File: src/rtl/peripheral_bus_pkg.sv
// Shared constants for the peripheral window: register word offsets, TCON bit
// positions and a helper that packs the TCON readback word.
package peripheral_pkg;

    localparam logic [2:0] OFF_TH      = 3'd0;
    localparam logic [2:0] OFF_TL      = 3'd1;
    localparam logic [2:0] OFF_TCON    = 3'd2;
    localparam logic [2:0] OFF_LED     = 3'd3;
    localparam logic [2:0] OFF_SW      = 3'd4;
    localparam logic [2:0] OFF_DIGI    = 3'd5;
    localparam logic [2:0] OFF_SYSTICK = 3'd6;

    localparam int TCON_EN = 0;
    localparam int TCON_IE = 1;
    localparam int TCON_ST = 2;

    function automatic logic [31:0] tcon_word(input logic en, input logic ie, input logic st);
        tcon_word = {29'd0, st, ie, en};
    endfunction

endpackage

File: src/rtl/peripheral_bus_if.sv
// MIPS data-bus signals seen by the peripheral window (CPU is master).
interface peripheral_bus_if;
    logic [31:0] Addr;
    logic [31:0] WriteData;
    logic        MemRead;
    logic        MemWrite;
    logic [31:0] ReadData;

    modport master (output Addr, output WriteData, output MemRead, output MemWrite, input ReadData);
    modport slave  (input Addr, input WriteData, input MemRead, input MemWrite, output ReadData);
endinterface

File: src/rtl/peripheral_bus_timer_unit.sv
// Programmable 32-bit up-counter with reload from TH, sticky status and a
// registered interrupt request.
module timer_unit
    import peripheral_pkg::*;
(
    input  logic        clk,
    input  logic        rst_n,
    input  logic [31:0] wdata,
    input  logic        th_we,
    input  logic        tl_we,
    input  logic        tcon_we,
    output logic [31:0] th,
    output logic [31:0] tl,
    output logic [31:0] tcon,
    output logic        irq
);

    logic [31:0] th_q, th_d;
    logic [31:0] tl_q, tl_d;
    logic        en_q, en_d;
    logic        ie_q, ie_d;
    logic        st_q, st_d;
    logic        irq_q, irq_d;
    logic        ovf_s;
    logic        st_set_s;

    // Next-state: a bus write to TL beats counting; status sets only from live irq_en.
    always_comb begin
        ovf_s    = en_q && (tl_q == 32'hFFFF_FFFF);
        st_set_s = ovf_s && ie_q && !tl_we;

        if (th_we) begin
            th_d = wdata;
        end else begin
            th_d = th_q;
        end

        if (tl_we) begin
            tl_d = wdata;
        end else if (ovf_s) begin
            tl_d = th_q;
        end else if (en_q) begin
            tl_d = tl_q + 32'd1;
        end else begin
            tl_d = tl_q;
        end

        // An overflow coinciding with a TCON write still lands in status.
        if (tcon_we) begin
            en_d = wdata[TCON_EN];
            ie_d = wdata[TCON_IE];
            st_d = wdata[TCON_ST] | st_set_s;
        end else begin
            en_d = en_q;
            ie_d = ie_q;
            st_d = st_q | st_set_s;
        end

        irq_d = st_d & ie_d;
    end

    // Timer state registers.
    always_ff @(posedge clk or negedge rst_n) begin
        if (!rst_n) begin
            th_q  <= 32'd0;
            tl_q  <= 32'd0;
            en_q  <= 1'b0;
            ie_q  <= 1'b0;
            st_q  <= 1'b0;
            irq_q <= 1'b0;
        end else begin
            th_q  <= th_d;
            tl_q  <= tl_d;
            en_q  <= en_d;
            ie_q  <= ie_d;
            st_q  <= st_d;
            irq_q <= irq_d;
        end
    end

    assign th   = th_q;
    assign tl   = tl_q;
    assign tcon = tcon_word(en_q, ie_q, st_q);
    assign irq  = irq_q;

endmodule

File: src/rtl/peripheral_bus.sv
// Memory-mapped peripheral window: address decode, zero-latency read mux,
// LED/DIGI registers, switch port, free-running SYSTICK and the timer.
module peripheral_bus
    import peripheral_pkg::*;
#(
    parameter logic [31:0] BASE_ADDR = 32'h4000_0000,
    parameter int          LED_W     = 8,
    parameter int          SW_W      = 8,
    parameter int          DIGI_W    = 12
) (
    input  logic              clk,
    input  logic              reset,
    peripheral_bus_if.slave   bus,
    input  logic [SW_W-1:0]   switch,
    output logic [LED_W-1:0]  led,
    output logic [DIGI_W-1:0] digi,
    output logic              IRQ
);

    logic              in_win_s;
    logic [2:0]        off_s;
    logic              wr_s;
    logic              th_we_s, tl_we_s, tcon_we_s, led_we_s, digi_we_s;
    logic [31:0]       th_s, tl_s, tcon_s;
    logic [31:0]       rdata_s;
    logic [LED_W-1:0]  led_q, led_d;
    logic [DIGI_W-1:0] digi_q, digi_d;
    logic [31:0]       systick_q, systick_d;
    logic              unused_s;

    // Byte lanes are not decoded; every access is a full word.
    assign unused_s = ^bus.Addr[1:0];

    assign in_win_s  = (bus.Addr[31:5] == BASE_ADDR[31:5]);
    assign off_s     = bus.Addr[4:2];
    assign wr_s      = bus.MemWrite && in_win_s;
    assign th_we_s   = wr_s && (off_s == OFF_TH);
    assign tl_we_s   = wr_s && (off_s == OFF_TL);
    assign tcon_we_s = wr_s && (off_s == OFF_TCON);
    assign led_we_s  = wr_s && (off_s == OFF_LED);
    assign digi_we_s = wr_s && (off_s == OFF_DIGI);

    timer_unit u_timer (
        .clk     (clk),
        .rst_n   (reset),
        .wdata   (bus.WriteData),
        .th_we   (th_we_s),
        .tl_we   (tl_we_s),
        .tcon_we (tcon_we_s),
        .th      (th_s),
        .tl      (tl_s),
        .tcon    (tcon_s),
        .irq     (IRQ)
    );

    // Next-state for the simple output registers and the tick counter.
    always_comb begin
        if (led_we_s) begin
            led_d = bus.WriteData[LED_W-1:0];
        end else begin
            led_d = led_q;
        end
        if (digi_we_s) begin
            digi_d = bus.WriteData[DIGI_W-1:0];
        end else begin
            digi_d = digi_q;
        end
        systick_d = systick_q + 32'd1;
    end

    // LED, DIGI and SYSTICK registers.
    always_ff @(posedge clk or negedge reset) begin
        if (!reset) begin
            led_q     <= {LED_W{1'b0}};
            digi_q    <= {DIGI_W{1'b0}};
            systick_q <= 32'd0;
        end else begin
            led_q     <= led_d;
            digi_q    <= digi_d;
            systick_q <= systick_d;
        end
    end

    // Read mux; returns zero outside loads and outside the window.
    always_comb begin
        rdata_s = 32'd0;
        if (bus.MemRead && in_win_s) begin
            case (off_s)
                OFF_TH:      rdata_s = th_s;
                OFF_TL:      rdata_s = tl_s;
                OFF_TCON:    rdata_s = tcon_s;
                OFF_LED:     rdata_s = {{(32-LED_W){1'b0}}, led_q};
                OFF_SW:      rdata_s = {{(32-SW_W){1'b0}}, switch};
                OFF_DIGI:    rdata_s = {{(32-DIGI_W){1'b0}}, digi_q};
                OFF_SYSTICK: rdata_s = systick_q;
                default:     rdata_s = 32'd0;
            endcase
        end else begin
            rdata_s = 32'd0;
        end
    end

    assign bus.ReadData = rdata_s;
    assign led          = led_q;
    assign digi         = digi_q;

endmodule

File: src/flat_wrapper.sv
// flat-port wrapper written by rule: the top's interface ports become plain ports
module peripheral_bus_flat import peripheral_pkg::*;
#(
    parameter logic [31:0] BASE_ADDR = 32'h4000_0000,
    parameter int          LED_W     = 8,
    parameter int          SW_W      = 8,
    parameter int          DIGI_W    = 12
)
  (clk, reset, switch, led, digi, IRQ, bus_Addr, bus_WriteData, bus_MemRead, bus_MemWrite, bus_ReadData);
  peripheral_bus_if bus_i ();
  input  logic clk;
  input  logic reset;
  input  logic [SW_W-1:0] switch;
  output logic [LED_W-1:0] led;
  output logic [DIGI_W-1:0] digi;
  output logic IRQ;
  input wire logic [$bits(bus_i.Addr)-1:0] bus_Addr;
  input wire logic [$bits(bus_i.WriteData)-1:0] bus_WriteData;
  input wire logic [$bits(bus_i.MemRead)-1:0] bus_MemRead;
  input wire logic [$bits(bus_i.MemWrite)-1:0] bus_MemWrite;
  output wire logic [$bits(bus_i.ReadData)-1:0] bus_ReadData;
  assign bus_i.Addr = bus_Addr;
  assign bus_i.WriteData = bus_WriteData;
  assign bus_i.MemRead = bus_MemRead;
  assign bus_i.MemWrite = bus_MemWrite;
  assign bus_ReadData = bus_i.ReadData;
  peripheral_bus #(.BASE_ADDR(BASE_ADDR), .LED_W(LED_W), .SW_W(SW_W), .DIGI_W(DIGI_W)) u_core (.clk(clk), .reset(reset), .bus(bus_i), .switch(switch), .led(led), .digi(digi), .IRQ(IRQ));
endmodule
File: config.mk
export PLATFORM = sky130hd
export DESIGN_NAME = peripheral_bus_flat
export DESIGN_NICKNAME = d
export VERILOG_FILES = /design/src/rtl/peripheral_bus_pkg.sv /design/src/rtl/peripheral_bus_if.sv /design/src/rtl/peripheral_bus_timer_unit.sv /design/src/rtl/peripheral_bus.sv /design/src/flat_wrapper.sv
export SDC_FILE = /design/constraint.sdc
export NUM_CORES = 1
export LEC_CHECK = 0
export ABC_AREA = 1
export CAP_MARGIN = 20
export CORE_ASPECT_RATIO = 0.9
export CORE_MARGIN = 3
export CORE_UTILIZATION = 50
export DETAILED_ROUTE_END_ITERATION = 12
export GPL_ROUTABILITY_DRIVEN = 0
export PLACE_DENSITY_LB_ADDON = 0.08
export SKIP_LAST_GASP = 1
export SYNTH_ARGS = -nofsm -noshare
export SYNTH_HDL_FRONTEND = slang
export SYNTH_HIERARCHICAL = 1
export SYNTH_SLANG_ARGS = --single-unit
File: constraint.sdc
create_clock -name clk -period 1.98 [get_ports clk]
set_input_delay 0.396 -clock clk [delete_from_list [all_inputs] [get_ports clk]]
set_output_delay 0.396 -clock clk [all_outputs]
set_load 0.01 [all_outputs]
==> run summary, run 1 <==
status - finished with violations
failing checks - negative setup slack
sequential element share of the synthesized area - 36.2%
Yosys top cell by area - dfrtp_1
reg2reg start - u_core/systick_q[0]
worst path bufs/invs - 6
Initial Util - 51.2%
Worst setup SP type - input port
crit path DAT - 1.69 ns
Most Frequent Cell on Critical Path - buf_8
commonest register cell after synthesis - dfrtp_1
Routed WL - 30,900 µm
core area - 16,200 µm²
Final Hold Fails - 0
Comb pwr share - 9.5%
hpwl dp - 20,500 µm
Max transition margin - 65.0%
DR iter-0 viols - 1,119
clock transition at the registers of the reported paths - 0.06 ns
routed vias/inst - 5.68
Syn Area/Cell - 6.73 µm²
switch share - 25.1%
input/output buffers - 126
Setup violations, final - 32
switching power - 0.00156 W
CTS tree - built
count leader, synth - nand2_1
CP endpoint kind - output pin
hold crit path type - input port to async pin
clk root buf - clkbuf_16
drt first pass iters - 7
Syn Std Cell Area - 8290 µm²
first-pass GRT wire length - 47,900 µm
Synth top cells by count - 437 x nand2_1, 152 x nor2_1, 120 x dfrtp_1, 109 x inv_1, 77 x nand3_1
worst setup path start - bus_Addr[4]
Final min period - 2.09 ns
Synth Warn # - 6
Worst Hold Margin - 0.486 ns
DRT antenna net count - 0
global-route usage over all layers - 33.8%
design area - 11,700 µm²
max incr delay on CP - 0.23 ns
Achievable Freq - 480 MHz
FF+latch count, synth - 120
area share of the largest cell type after synthesis - 36.2%
total I/O pin count - 129
CTS H-tree depth - 4
Total Die Area - 18,200 µm²
critical-path cell list - buf_8, buf_8, nor3_4, buf_6, buf_16, buf_12, nand2_4, nand3_4, a21oi_2, nor2_1, buf_2
largest cells by area after synthesis - dfrtp_1 36%, nand2_1 20%, nor2_1 6.9%
antenna violations before repair - 0
FILL cells - 1,252
Critical Path Slowest Stage Cell - nor3_4
wire per inst - 18.8 µm
Final Skew - 0.0126 ns
CTS buffer count - 17
grt ovf - 0
Slew Viols, Final - 0
Clock power frac - 51.1%
FP Rows - 44
pwr dens - 533 nW/µm²
nets - 1,503
crit path max fanout - 7
RSZ-0062 raised after global routing - true
pin count of the biggest net entering global routing - 37
setup total negative slack - -1.47 ns
Int Pwr - 0.00466 W
Finished Core Util - 72.0%
Overall Power - 0.00622 W
worst setup path class - input port to output pin
MaxCap Viol Count - 0
largest buffer count on any clock path - 2
Slew @ Worst Pin - 0.525 ns
vias in the first global route - 8,719
Die Ht - 128 µm
cell count after synthesis - 1,233
routed vias - 9,336
VDD IR-drop max - 1190 µV
Chip Width - 142 µm
layout cells sized above 1 - 23.6%
DRC Markers - 0
ANT cells - 0
Leakage - 5.56 nW
Top delay family on crit path - buffers and inverters
final worst path period share - 105%
EDFF count, synth - 0
worst-skew pair later-pin latency - 0.43 ns
Async SR Flop Fraction - 100%
register share of total power - 39.4%
clk sinks - 120
Req. time, crit path - 1.58 ns
setup ws final - -0.105 ns
Area after DPL - 10,200 µm²
area grow syn2layout - 40.6%
post-synthesis cell type count - 37
==> through the flow <==
step,instances,setup WS (ns)
2_1_floorplan,1261,0.00896
3_3_place_gp,1581,-0.785
3_5_place_dp,1581,-0.819
4_1_cts,1648,-0.167
5_1_grt,1645,-0.167
6_report,1645,-0.105
==> placed cells by master (no fill, tap or decap), drive strengths merged, types with 21 or more instances in the layout <==
master	Yosys	layout
nand2	442	442
nand4	56	56
nor2	159	159
conb	1	29
clkdlybuf4s50	0	63
o21ai	45	45
a21oi	21	21
xor2	25	25
buf	56	159
nand3	93	93
dfrtp	120	120
a22oi	29	29
inv	114	117
==> cell families (layout without fill, tap and decap cells) <==
| logic type | after synthesis | in the layout | share of synthesized area [%] |
|---|---|---|---|
| and+or+nand+nor | 780 | 780 | 41.3 |
| buffers and inverters | 195 | 372 | 11.0 |
| DFF | 120 | 120 | 36.2 |
| AOI/OAI and AO/OA | 97 | 97 | 6.83 |
| xor gates and xnor gates | 30 | 30 | 3.17 |
| muxes | 8 | 8 | 1.07 |
| adders and majority gates | 2 | 2 | 0.302 |
| other | 1 | 29 | 0.0452 |
==> layer usage <==
layer,up-vias,global-route usage (%),wire (µm)
met5,-,0,0
met4,0,9.31,679
met3,85,7.39,3260
met2,553,52.3,14000
met1,4406,47.9,13000
li1,4292,-,-
==> state kept, by name (all words and copies together), names as in the netlist <==
| name | count |
|---|---|
| u_core/u_timer/tl | 32 |
| u_core/digi | 12 |
| u_core/systick_q | 32 |
| u_core/u_timer/th | 32 |
| u_core/led | 8 |
| u_core/u_timer/en_q | 1 |
| u_core/u_timer/st_q | 1 |
| u_core/u_timer/ie_q | 1 |
| u_core/u_timer/irq | 1 |
==> layout make-up <==
type / instances / area (µm²) / area share [%]
tap: 207 / 259 / 2.22
timing repair buffer: 226 / 2320 / 19.9
clock buffer: 19 / 453 / 3.88
inverter: 114 / 433 / 3.71
clock inverter: 13 / 144 / 1.23
sequential: 120 / 3010 / 25.8
multi-input combinational: 946 / 5050 / 43.3
==> worst reg2reg max path: cells and delay by family (launching register included) <==
| kind | cells | cell delay [ns] |
|---|---|---|
| xor+xnor | 1 | 0.21 |
| simple gates | 4 | 0.76 |
| buf+inv | 2 | 0.15 |
| fa+ha+maj | 1 | 0.23 |
| flops | 1 | 0.44 |
==> repair_timing <==
item / in CTS / in global routing
setup endpoints to repair: 94 / 98
hold buffers: 1 / 0
cloned: 10 / 0
pin swaps: 55 / 34
gates resized for setup: 326 / 97
hold endpoints to repair: 32 / 0
setup buffers: 26 / 8
==> path summary, 6_finish.rpt <==
path	endpoint	slack [ns]	cells after the start
min	u_core/systick_q[10]	0.49	2
max reg2reg	u_core/systick_q[16]	0.11	8
min in group clk	u_core/digi[0]	0.50	2
max in group asynchronous	u_core/systick_q[31]	0.88	3
max	bus_ReadData[13]	-0.11	11
min reg2reg	u_core/digi[0]	0.50	2
==> power groups by stage <==
stage / sequential [W] / combinational, W / clock (W)
floorplan: 0.00250 / 0.000161 / 0
global placement: 0.00250 / 0.000442 / 0
detailed placement: 0.00250 / 0.000443 / 0
CTS: 0.00245 / 0.000550 / 0.00318
global route: 0.00245 / 0.000628 / 0.00331
finish: 0.00245 / 0.000589 / 0.00318
Note: power is estimated with default switching activity, not from simulation.
==> inputs of run 2 (changes only) <==
--- a/config.mk
+++ b/config.mk
@@ -7,7 +7,7 @@
 export LEC_CHECK = 0
 export ABC_AREA = 1
 export CAP_MARGIN = 20
-export CORE_ASPECT_RATIO = 0.9
+export CORE_ASPECT_RATIO = 1.75
 export CORE_MARGIN = 3
 export CORE_UTILIZATION = 50
 export DETAILED_ROUTE_END_ITERATION = 12
==> run 2 against run 1 <==
  * Critical endpoint is now bus_ReadData[19]
  * First-iteration DRC count fell by 42%
  * Global-route usage up 0.18 points
  * Critical path type unchanged
  * Setup slack better by 0.037 ns
  * Worst hold slack got worse by 0.035 ns
  * The flow still finishes with violations (negative setup slack)
  * Clock skew shrank 0.0036 ns
  * Maximum frequency grew 1.8%
  * Register-to-register slack about the same
  * Non-clock buffer count rose by 3
==> run summary, run 2 (synthesis results as in run 1) <==
status - finished with violations
failing checks - negative setup slack
first-pass GRT wire length - 47,100 µm
CTS tree - built
Top delay family on crit path - buffers and inverters
dpl cells - 1,605
Int Pwr - 0.00465 W
reg2reg path depth - 9
VDD IR-drop max - 534 µV
worst-skew pair later-pin latency - 0.41 ns
Routed WL - 31,100 µm
Critical Path Slowest Stage Cell - buf_6
critical-path cell list - buf_8, buf_12, nor3_4, buf_6, buf_12, buf_8, nand2_1, nand3_2, a21oi_2, nor2_1, buf_2
worst r2r dst - u_core/u_timer/irq
CP endpoint kind - output pin
CTS H-tree depth - 4
layout cells sized above 1 - 24.2%
clk root buf - clkbuf_16
most frequent cells in the layout - 411 x nand2_1, 120 x dfrtp_1, 109 x inv_1
vias in the first global route - 8,992
DRT antenna net count - 0
FILL cells - 1,288
post-route insts no fill - 1,661
Worst Hold Margin - 0.451 ns
DR iter-0 viols - 651
pin count of the biggest net entering global routing - 41
register share of total power - 40.5%
largest buffer count on any clock path - 2
max incr delay on CP - 0.18 ns
Final min period - 2.05 ns
Slew @ Worst Pin - 0.506 ns
antenna violations before repair - 0
reg2reg start - u_core/u_timer/tl[16]
core area - 16,100 µm²
Finished Core Util - 72.7%
nets - 1,506
total I/O pin count - 129
clk sinks - 120
final worst path period share - 103%
routed vias - 9,235
CTS buffer count - 17
global-route usage over all layers - 33.9%
Comb pwr share - 9.3%
DRC Markers - 0
worst setup path start - bus_Addr[3]
leading cell type in the layout, fill and taps excluded - nand2_1
FP Rows - 61
Setup violations, final - 25
setup total negative slack - -0.837 ns
switch share - 23.4%
Leakage - 5.61 nW
crit path DAT - 1.65 ns
hold crit path type - input port to async pin
setup ws final - -0.0680 ns
Slew Viols, Final - 0
Clock power frac - 50.2%
Max transition margin - 66.0%
Initial Util - 51.5%
Final Hold Fails - 0
Achievable Freq - 488 MHz
crit path max fanout - 7
grt ovf - 0
clock transition at the registers of the reported paths - 0.06 ns
RSZ-0062 raised after global routing - true
area grow syn2layout - 41.2%
Total Die Area - 18,200 µm²
MaxCap Viol Count - 0
worst setup path class - input port to output pin
Crit path depth - 11
Chip Width - 103 µm
switching power - 0.00142 W
worst path bufs/invs - 6
pwr dens - 518 nW/µm²
routed vias/inst - 5.56
Req. time, crit path - 1.58 ns
Worst setup SP type - input port
wire per inst - 18.7 µm
drt first pass iters - 6
Die Ht - 176 µm
input/output buffers - 126
Final Skew - 0.00897 ns
Reg2Reg Setup Slack - 0.10 ns
hpwl dp - 22,300 µm
## run 2: cell count changes in the layout (fill, tap and decap cells not counted), moves of 6 or more
cell     change
buf_6        +7
nand2_2      +8
nand2_1      -7
nor2_1       -6
## run 2: worst max-delay path by stage
stage | endpoint
finish | bus_ReadData[19]
global route | bus_ReadData[24]
CTS | bus_ReadData[1]
detailed placement | bus_ReadData[0]
global placement | bus_ReadData[0]
floorplan | u_core/u_timer/tl[3]
## run 2: power by group through the flow
stage | logic [W] | clock network, W | registers [W]
after floorplan | 0.000161 | 0 | 0.00250
after global placement | 0.000441 | 0 | 0.00250
after detailed placement | 0.000442 | 0 | 0.00250
after CTS | 0.000491 | 0.00305 | 0.00245
after global routing | 0.000602 | 0.00317 | 0.00245
final | 0.000563 | 0.00305 | 0.00245
## run 2: timing repair
action / 4_1_cts / 5_1_grt
hold buffers: 1 / 0
cloned: 6 / 1
hold endpoints to repair: 24 / 0
pin swaps: 45 / 50
resized for setup: 302 / 139
setup endpoints to repair: 100 / 95
setup buffers: 21 / 4
## run 2: per-layer routing
layer  vias to the layer above  global-route usage, %  part of all wire, %
li1                       4288                      -                    -
met5                         -                      0                    0
met1                      4370                   37.9                   34
met3                       122                   5.34                  7.1
met2                       455                   58.3                   52
met4                         0                   21.3                  6.3
## run 2: per-stage QoR
stage	cell area [µm²]	setup slack [ns]	total power (W)
after floorplan	8410	0.00896	0.00266
final	11700	-0.0680	0.00606
after detailed placement	10300	-0.831	0.00294
after global placement	10300	-0.838	0.00294
after global routing	11700	-0.127	0.00622
after CTS	11200	-0.0922	0.00600
## run 2: final cells by class
class	instances	area, µm²	area share, %
inverters	114	435	3.72
well taps	220	275	2.35
clock buffers	21	470	4.02
flip-flops and latches	120	3000	25.6
diodes	2	5.00	0.0427
repair buffers	229	2330	19.9
clock inverters	9	100	0.855
multi-input cells	946	5090	43.4
